<file path="src/rtl/running_max_array_if.sv">
// Handshake and data bundle for running_max_array: upstream beat in, registered
// score/max/V beat out.
interface running_max_array_if #(
    parameter int LANES   = 4,
    parameter int DATA_W  = 16,
    parameter int V_W     = 128,
    parameter int MAX_SEQ = 64
);
    localparam int CW = $clog2(MAX_SEQ + 1);

    logic                    vld_in;
    logic                    rdy_out;
    logic                    vld_out;
    logic                    rdy_in;
    logic [CW-1:0]           seq_len;
    logic [LANES*DATA_W-1:0] s_in;
    logic [V_W-1:0]          v_in;
    logic [LANES*DATA_W-1:0] s_out;
    logic [LANES*DATA_W-1:0] m_prev_out;
    logic [LANES*DATA_W-1:0] m_out;
    logic [V_W-1:0]          v_out;
    logic                    first_out;
    logic                    last_out;

    modport master (
        output vld_in, rdy_in, seq_len, s_in, v_in,
        input  rdy_out, vld_out, s_out, m_prev_out, m_out, v_out, first_out, last_out
    );

    modport slave (
        input  vld_in, rdy_in, seq_len, s_in, v_in,
        output rdy_out, vld_out, s_out, m_prev_out, m_out, v_out, first_out, last_out
    );
endinterface

</file>
<file path="src/rtl/running_max_array.sv">
// Per-lane running signed maximum over the keys of a row, one beat of latency.
// Define RUNNING_MAX_SKID_EN to add a one-entry skid buffer and a registered rdy_out.
module running_max_array #(
    parameter int LANES   = 4,
    parameter int DATA_W  = 16,
    parameter int V_W     = 128,
    parameter int MAX_SEQ = 64,
    localparam int CW     = $clog2(MAX_SEQ + 1)
) (
    input  logic              clock,
    input  logic              reset,
    running_max_array_if.slave bus
);
    localparam logic [CW-1:0]            MAX_LEN = CW'(MAX_SEQ);
    localparam logic signed [DATA_W-1:0] MIN_VAL = {1'b1, {(DATA_W-1){1'b0}}};

    logic [CW-1:0]           cnt_q;
    logic [CW-1:0]           row_len_q;
    logic [LANES*DATA_W-1:0] m_q;

    logic                    out_free;
    logic                    accept;
    logic                    load;
    logic [CW-1:0]           src_seq_len;
    logic [LANES*DATA_W-1:0] src_s;
    logic [V_W-1:0]          src_v;

    logic                    first;
    logic                    last;
    logic [CW-1:0]           row_len_eff;
    logic [LANES*DATA_W-1:0] m_prev_next;
    logic [LANES*DATA_W-1:0] m_next;

    assign out_free = ~bus.vld_out | bus.rdy_in;

`ifdef RUNNING_MAX_SKID_EN
    logic                    skid_full;
    logic [CW-1:0]           skid_seq_len;
    logic [LANES*DATA_W-1:0] skid_s;
    logic [V_W-1:0]          skid_v;

    // Raw beats are parked in the skid; the max/counter state advances only when
    // a beat enters the output stage, which keeps row order intact.
    assign bus.rdy_out = ~skid_full;
    assign accept      = bus.vld_in & ~skid_full;
    assign load        = out_free & (skid_full | accept);
    assign src_seq_len = skid_full ? skid_seq_len : bus.seq_len;
    assign src_s       = skid_full ? skid_s       : bus.s_in;
    assign src_v       = skid_full ? skid_v       : bus.v_in;

    always_ff @(posedge clock) begin
        if (reset) begin
            skid_full    <= 1'b0;
            skid_seq_len <= '0;
            skid_s       <= '0;
            skid_v       <= '0;
        end else if (skid_full && out_free) begin
            skid_full <= 1'b0;
        end else if (accept && !out_free) begin
            skid_full    <= 1'b1;
            skid_seq_len <= bus.seq_len;
            skid_s       <= bus.s_in;
            skid_v       <= bus.v_in;
        end
    end
`else
    assign bus.rdy_out = out_free;
    assign accept      = bus.vld_in & out_free;
    assign load        = accept;
    assign src_seq_len = bus.seq_len;
    assign src_s       = bus.s_in;
    assign src_v       = bus.v_in;
`endif

    always_comb begin : datapath
        logic signed [DATA_W-1:0] s_l;
        logic signed [DATA_W-1:0] mp_l;
        s_l         = '0;
        mp_l        = '0;
        m_prev_next = '0;
        m_next      = '0;
        first       = (cnt_q == '0);
        row_len_eff = row_len_q;
        if (first) begin
            row_len_eff = (src_seq_len == '0 || src_seq_len > MAX_LEN) ? MAX_LEN : src_seq_len;
        end
        last = (cnt_q == row_len_eff - CW'(1));
        for (int l = 0; l < LANES; l++) begin
            s_l  = src_s[l*DATA_W +: DATA_W];
            mp_l = first ? MIN_VAL : m_q[l*DATA_W +: DATA_W];
            m_prev_next[l*DATA_W +: DATA_W] = mp_l;
            // Strict compare so a tie keeps the previous max.
            m_next[l*DATA_W +: DATA_W] = (s_l > mp_l) ? s_l : mp_l;
        end
    end

    always_ff @(posedge clock) begin
        if (reset) begin
            bus.vld_out    <= 1'b0;
            bus.first_out  <= 1'b0;
            bus.last_out   <= 1'b0;
            bus.s_out      <= '0;
            bus.m_prev_out <= '0;
            bus.m_out      <= '0;
            bus.v_out      <= '0;
            m_q            <= '0;
            cnt_q          <= '0;
            row_len_q      <= '0;
        end else if (load) begin
            bus.vld_out    <= 1'b1;
            bus.first_out  <= first;
            bus.last_out   <= last;
            bus.s_out      <= src_s;
            bus.m_prev_out <= m_prev_next;
            bus.m_out      <= m_next;
            bus.v_out      <= src_v;
            m_q            <= m_next;
            row_len_q      <= row_len_eff;
            cnt_q          <= last ? '0 : cnt_q + CW'(1);
        end else if (bus.rdy_in) begin
            bus.vld_out <= 1'b0;
        end
    end
endmodule

</file>
<file path="src/flat_wrapper.sv">
// flat-port wrapper written by rule: the top's interface ports become plain ports
module running_max_array_flat 
#(
    parameter int LANES   = 4,
    parameter int DATA_W  = 16,
    parameter int V_W     = 128,
    parameter int MAX_SEQ = 64,
    localparam int CW     = $clog2(MAX_SEQ + 1)
)
  (clock, reset, bus_vld_in, bus_rdy_in, bus_seq_len, bus_s_in, bus_v_in, bus_rdy_out, bus_vld_out, bus_s_out, bus_m_prev_out, bus_m_out, bus_v_out, bus_first_out, bus_last_out);
  running_max_array_if #(.LANES(LANES), .DATA_W(DATA_W), .V_W(V_W), .MAX_SEQ(MAX_SEQ)) bus_i ();
  input  logic clock;
  input  logic reset;
  input wire logic [$bits(bus_i.vld_in)-1:0] bus_vld_in;
  input wire logic [$bits(bus_i.rdy_in)-1:0] bus_rdy_in;
  input wire logic [$bits(bus_i.seq_len)-1:0] bus_seq_len;
  input wire logic [$bits(bus_i.s_in)-1:0] bus_s_in;
  input wire logic [$bits(bus_i.v_in)-1:0] bus_v_in;
  output wire logic [$bits(bus_i.rdy_out)-1:0] bus_rdy_out;
  output wire logic [$bits(bus_i.vld_out)-1:0] bus_vld_out;
  output wire logic [$bits(bus_i.s_out)-1:0] bus_s_out;
  output wire logic [$bits(bus_i.m_prev_out)-1:0] bus_m_prev_out;
  output wire logic [$bits(bus_i.m_out)-1:0] bus_m_out;
  output wire logic [$bits(bus_i.v_out)-1:0] bus_v_out;
  output wire logic [$bits(bus_i.first_out)-1:0] bus_first_out;
  output wire logic [$bits(bus_i.last_out)-1:0] bus_last_out;
  assign bus_i.vld_in = bus_vld_in;
  assign bus_i.rdy_in = bus_rdy_in;
  assign bus_i.seq_len = bus_seq_len;
  assign bus_i.s_in = bus_s_in;
  assign bus_i.v_in = bus_v_in;
  assign bus_rdy_out = bus_i.rdy_out;
  assign bus_vld_out = bus_i.vld_out;
  assign bus_s_out = bus_i.s_out;
  assign bus_m_prev_out = bus_i.m_prev_out;
  assign bus_m_out = bus_i.m_out;
  assign bus_v_out = bus_i.v_out;
  assign bus_first_out = bus_i.first_out;
  assign bus_last_out = bus_i.last_out;
  running_max_array #(.LANES(LANES), .DATA_W(DATA_W), .V_W(V_W), .MAX_SEQ(MAX_SEQ)) u_core (.clock(clock), .reset(reset), .bus(bus_i));
endmodule
</file>
<file path="config.mk">
export PLATFORM = sky130hd
export DESIGN_NAME = running_max_array_flat
export DESIGN_NICKNAME = d
export VERILOG_FILES = /design/src/rtl/running_max_array_if.sv /design/src/rtl/running_max_array.sv /design/src/flat_wrapper.sv
export SDC_FILE = /design/constraint.sdc
export NUM_CORES = 1
export LEC_CHECK = 0
export CAP_MARGIN = 5
export CORE_UTILIZATION = 36
export DETAILED_ROUTE_END_ITERATION = 6
export PLACE_DENSITY_LB_ADDON = 0.15
export REMOVE_ABC_BUFFERS = 1
export SLEW_MARGIN = 20
export SYNTH_ARGS = -nofsm -noshare
export SYNTH_HDL_FRONTEND = slang
export SYNTH_SLANG_ARGS = --single-unit
export TNS_END_PERCENT = 10
</file>
<file path="constraint.sdc">
create_clock -name clock -period 3.65 [get_ports clock]
set_input_delay 0.73 -clock clock [delete_from_list [all_inputs] [get_ports clock]]
set_output_delay 0.73 -clock clock [all_outputs]
set_load 0.01 [all_outputs]
</file>
==> impl_metrics.xml <==
<?xml version="1.0" encoding="UTF-8"?>
<metrics>
  <group name="route">
    <metric name="vias_cell" unit="">5.29</metric>
    <metric name="vias" unit="">15300</metric>
    <metric name="wirelength" unit="mm">55.2</metric>
    <metric name="post-route-drc-count" unit="">0</metric>
    <metric name="drt_pass1_iterations" unit="">5</metric>
    <metric name="detail_route.iter0.violations" unit="">934</metric>
    <metric name="final_ant_viol_nets" unit="">0</metric>
    <metric name="drt-wirelength-per-cell" unit="um">19.1</metric>
  </group>
  <group name="synthesis">
    <metric name="synth_seq_cells" unit="">337</metric>
    <metric name="postSynthCellCount" unit="">1861</metric>
    <metric name="syn_area_per_cell" unit="sq um">7.94</metric>
    <metric name="synth_edf_count" unit="">0</metric>
    <metric name="synth_seq_area_share" unit="">0.457</metric>
    <metric name="synth-warning-count" unit="">0</metric>
    <metric name="synth_cell_types" unit="">57</metric>
    <metric name="synth-main-ff-cell" unit="">sky130_fd_sc_hd__dfxtp_1</metric>
    <metric name="postSynth.asyncResetShare" unit="">0</metric>
    <metric name="syn-cell-area" unit="sq mm">0.0148</metric>
  </group>
  <group name="timing">
    <metric name="fin_skew" unit="ps">22.5</metric>
    <metric name="timing.hold.ws" unit="ps">451</metric>
    <metric name="number_of_hold_violations_in_the_final_report" unit="">0</metric>
    <metric name="highest_clock_rate" unit="GHz">0.290</metric>
    <metric name="grt_setup_unrepaired" unit="">false</metric>
    <metric name="max_slew.worst_pin.slew" unit="ps">935</metric>
    <metric name="timing.final.setup_violations" unit="">0</metric>
    <metric name="final-max-slew-violation-count" unit="">0</metric>
    <metric name="totalNegativeSetupSlack" unit="ps">0</metric>
    <metric name="layout_worst_path_cycle_share" unit="">0.945</metric>
    <metric name="slew-limit-headroom" unit="">0.377</metric>
    <metric name="period_minus_slack" unit="ps">3450</metric>
  </group>
  <group name="worst_setup_path">
    <metric name="critPathKind" unit="">flop to flop</metric>
    <metric name="r2r_end" unit="">u_core.m_q[16]</metric>
    <metric name="worst_ep_required_time" unit="ps">4120</metric>
    <metric name="r2r_setup_slack" unit="ps">200</metric>
    <metric name="critPathMaxStageDelay" unit="ps">600</metric>
    <metric name="timing.critical_path.arrival" unit="ps">3920</metric>
    <metric name="startpoint_type" unit="">flop</metric>
    <metric name="cp_max_fo" unit="">10</metric>
    <metric name="cp_cell_sequence" unit="">or4_4, nor2_8, nor2_1, ha_1, and4_1, nand4_1, a21o_1, and4_1, buf_4, or4_1, a31oi_1</metric>
    <metric name="cell_repeated_most_along_the_worst_path" unit="">sky130_fd_sc_hd__and4_1</metric>
    <metric name="crit_end" unit="">u_core.m_q[16]</metric>
    <metric name="critPathCaptureType" unit="">flop</metric>
    <metric name="timing.critical_path.buf_inv" unit="">1</metric>
    <metric name="reg2regPathDepth" unit="">11</metric>
    <metric name="critical_path.startpoint" unit="">u_core.cnt_q[6]</metric>
    <metric name="cp_top_family" unit="">simple AND/OR/NAND/NOR gates</metric>
    <metric name="r2r_start" unit="">u_core.cnt_q[6]</metric>
    <metric name="crit_slowest_cell" unit="">sky130_fd_sc_hd__or4_4</metric>
    <metric name="crit_cells" unit="">11</metric>
  </group>
  <group name="die">
    <metric name="rows" unit="">73</metric>
    <metric name="die_w" unit="um">205</metric>
    <metric name="die_height" unit="um">205</metric>
    <metric name="placeableCoreArea" unit="sq mm">0.0401</metric>
    <metric name="starting_utilization_of_the_core_area" unit="">0.368</metric>
    <metric name="floorplan.die_area" unit="sq mm">0.0419</metric>
    <metric name="pin_count" unit="">527</metric>
  </group>
  <group name="power_and_ir_drop">
    <metric name="power.density_cell_area" unit="mW/mm^2">513</metric>
    <metric name="power.leakage" unit="nW">7.99</metric>
    <metric name="ir_worst_vdd" unit="mV">0.325</metric>
    <metric name="finalPower" unit="mW">11.2</metric>
  </group>
  <group name="cts">
    <metric name="cts_max_path_buffers" unit="">3</metric>
    <metric name="cts_root_buffer" unit="">sky130_fd_sc_hd__clkbuf_16</metric>
    <metric name="insertion_delay" unit="ps">550</metric>
    <metric name="clock_tree_from_tritoncts" unit="">built</metric>
    <metric name="clkSinkCount" unit="">337</metric>
    <metric name="cts_inserted_buffers" unit="">39</metric>
    <metric name="clock_tree.htree_level_count" unit="">2</metric>
    <metric name="worst_setup_hold_path_clk_slew" unit="ps">60</metric>
    <metric name="ctsHoldBuffers" unit="">0</metric>
  </group>
  <group name="global_routing">
    <metric name="number_of_global_route_vias_before_repair" unit="">14300</metric>
    <metric name="number_of_antenna_violations_at_the_first_check_in_global_routing" unit="">3</metric>
    <metric name="grt_overflow_total" unit="">0</metric>
    <metric name="grt_first_pass_wirelength" unit="mm">81.4</metric>
    <metric name="track_usage" unit="">0.247</metric>
    <metric name="pin_count_of_the_biggest_net_entering_global_routing" unit="">126</metric>
  </group>
  <group name="placement">
    <metric name="post-place-cells" unit="">2812</metric>
    <metric name="half_perimeter_wire_length_after_detailed_placement" unit="mm">39.4</metric>
    <metric name="postPlaceCellArea" unit="sq mm">0.0206</metric>
    <metric name="io_buffer_count" unit="">526</metric>
    <metric name="gpl.final_weighted_congestion" unit="">0.858</metric>
  </group>
  <group name="layout">
    <metric name="final_cells" unit="">2891</metric>
    <metric name="fillers" unit="">3808</metric>
    <metric name="finalNetCount" unit="">2605</metric>
    <metric name="flow.area_growth_from_synthesis" unit="%">48.3</metric>
    <metric name="final_layout_size_suffix_gt1_frac" unit="">0.0758</metric>
    <metric name="design_area" unit="sq mm">0.0219</metric>
  </group>
  <group name="run">
    <metric name="drv_cap" unit="">0</metric>
  </group>
  <group name="worst_hold_path">
    <metric name="min_path_cells" unit="">2</metric>
    <metric name="min_from" unit="">u_core.bus.s_out[10]</metric>
    <metric name="min_path_type" unit="">flop to flop</metric>
  </group>
  <group name="status">
    <metric name="outcome" unit="">completed</metric>
  </group>
</metrics>
==> worst min-delay path by stage <==
stage / end / slack (ps)
2_1_floorplan: u_core.row_len_q[6] / 460
3_3_place_gp: u_core.bus.v_out[26] / 440
3_5_place_dp: u_core.bus.v_out[63] / 450
4_1_cts: u_core.bus.v_out[63] / 450
5_1_grt: u_core.bus.v_out[121] / 470
6_report: u_core.bus.s_out[10] / 450
==> flip-flops by register name, summed over array words and instances (netlist names) <==
signal,flops
u_core.m_q,64
u_core.bus.s_out,64
u_core.bus.v_out,128
u_core.bus.last_out,1
u_core.bus.first_out,1
u_core.bus.m_prev_out,64
u_core.bus.vld_out,1
u_core.cnt_q,7
u_core.row_len_q,7
==> worst reg2reg max path, cell delays in order, from the launching register on <==
cell	delay, ps
sky130_fd_sc_hd__dfxtp_1	370
sky130_fd_sc_hd__or4_4	600
sky130_fd_sc_hd__nor2_8	210
sky130_fd_sc_hd__nor2_1	130
sky130_fd_sc_hd__ha_1	370
sky130_fd_sc_hd__and4_1	270
sky130_fd_sc_hd__nand4_1	170
sky130_fd_sc_hd__a21o_1	240
sky130_fd_sc_hd__and4_1	220
sky130_fd_sc_hd__buf_4	170
sky130_fd_sc_hd__or4_1	470
sky130_fd_sc_hd__a31oi_1	170
==> metrics by stage <==
stage,worst slack (ps),utilization
final,201,0.546
after global routing,27.7,0.546
after CTS,67.5,0.543
after detailed placement,95.9,0.513
after global placement,200,0.513
after floorplan,-4290,-
==> cells in the mapped netlist, types with 5 or more instances <==
master / number / area (sq um)
sky130_fd_sc_hd__nand2_1: 558 / 2090
sky130_fd_sc_hd__dfxtp_1: 337 / 6750
sky130_fd_sc_hd__a21oi_1: 286 / 1430
sky130_fd_sc_hd__clkbuf_1: 133 / 499
sky130_fd_sc_hd__nand3_1: 69 / 345
sky130_fd_sc_hd__ha_1: 67 / 838
sky130_fd_sc_hd__a31oi_1: 50 / 313
sky130_fd_sc_hd__a31o_2: 47 / 412
sky130_fd_sc_hd__or4_1: 46 / 345
sky130_fd_sc_hd__inv_1: 39 / 146
sky130_fd_sc_hd__nor2_1: 32 / 120
sky130_fd_sc_hd__nand4_1: 19 / 119
sky130_fd_sc_hd__o32ai_1: 15 / 131
sky130_fd_sc_hd__nand2b_1: 13 / 81.3
sky130_fd_sc_hd__a21o_1: 10 / 75.1
sky130_fd_sc_hd__and4_1: 10 / 87.6
sky130_fd_sc_hd__o211ai_1: 10 / 75.1
sky130_fd_sc_hd__buf_1: 8 / 30.0
sky130_fd_sc_hd__nor3_1: 8 / 40.0
sky130_fd_sc_hd__and3_1: 7 / 43.8
sky130_fd_sc_hd__nor2b_1: 7 / 43.8
sky130_fd_sc_hd__or3_1: 6 / 37.5
sky130_fd_sc_hd__nor3b_1: 5 / 37.5
sky130_fd_sc_hd__nor4_1: 5 / 31.3
sky130_fd_sc_hd__o31ai_1: 5 / 37.5
sky130_fd_sc_hd__xor2_1: 5 / 43.8
==> kinds of logic after synthesis <==
| group | synth area share |
|---|---|
| simple gates | 0.241 |
| compound gates | 0.188 |
| flops | 0.457 |
| buf+inv | 0.0497 |
| fa+ha+maj | 0.0567 |
| xor+xnor | 0.00525 |
| mux | 0.00279 |
==> layer usage <==
layer  GRT usage  share of wire
met3      0.0539          0.072
met1       0.292           0.40
met5           0              0
met2       0.430           0.50
met4       0.102          0.031
==> cells in the final DEF (no fill, tap or decap), types with 30 or more instances in the layout <==
| cell type | n |
|---|---|
| sky130_fd_sc_hd__a21oi_1 | 286 |
| sky130_fd_sc_hd__a31o_2 | 47 |
| sky130_fd_sc_hd__a31oi_1 | 50 |
| sky130_fd_sc_hd__buf_4 | 46 |
| sky130_fd_sc_hd__clkbuf_16 | 41 |
| sky130_fd_sc_hd__clkdlybuf4s50_1 | 525 |
| sky130_fd_sc_hd__dfxtp_1 | 336 |
| sky130_fd_sc_hd__ha_1 | 67 |
| sky130_fd_sc_hd__inv_1 | 39 |
| sky130_fd_sc_hd__nand2_1 | 556 |
| sky130_fd_sc_hd__nand3_1 | 69 |
| sky130_fd_sc_hd__nor2_1 | 30 |
| sky130_fd_sc_hd__or4_1 | 45 |
==> where the power goes <==
part	switching, mW	internal, mW
logic	1.81	1.46
clock network	1.56	2.20
registers	0.241	3.97
total	3.61	7.62
==> cell type report <==
| class | count | area, sq um | share of cell area |
|---|---|---|---|
| Multi-Input combinational cell | 1337 | 7330 | 0.335 |
| Sequential cell | 337 | 6750 | 0.308 |
| Timing Repair Buffer | 581 | 5810 | 0.265 |
| Clock buffer | 58 | 1090 | 0.0496 |
| Tap cell | 525 | 657 | 0.0300 |
| Inverter | 39 | 146 | 0.00668 |
| Clock inverter | 10 | 108 | 0.00491 |
| Antenna cell | 4 | 10.0 | 0.000457 |
==> repair_timing <==
item / 4_1_cts / 5_1_grt
setup buffers: 0 / 5
endpoints found under the setup margin: 0 / 63
resized for setup: 0 / 10
Note: power is estimated with default switching activity, not from simulation.
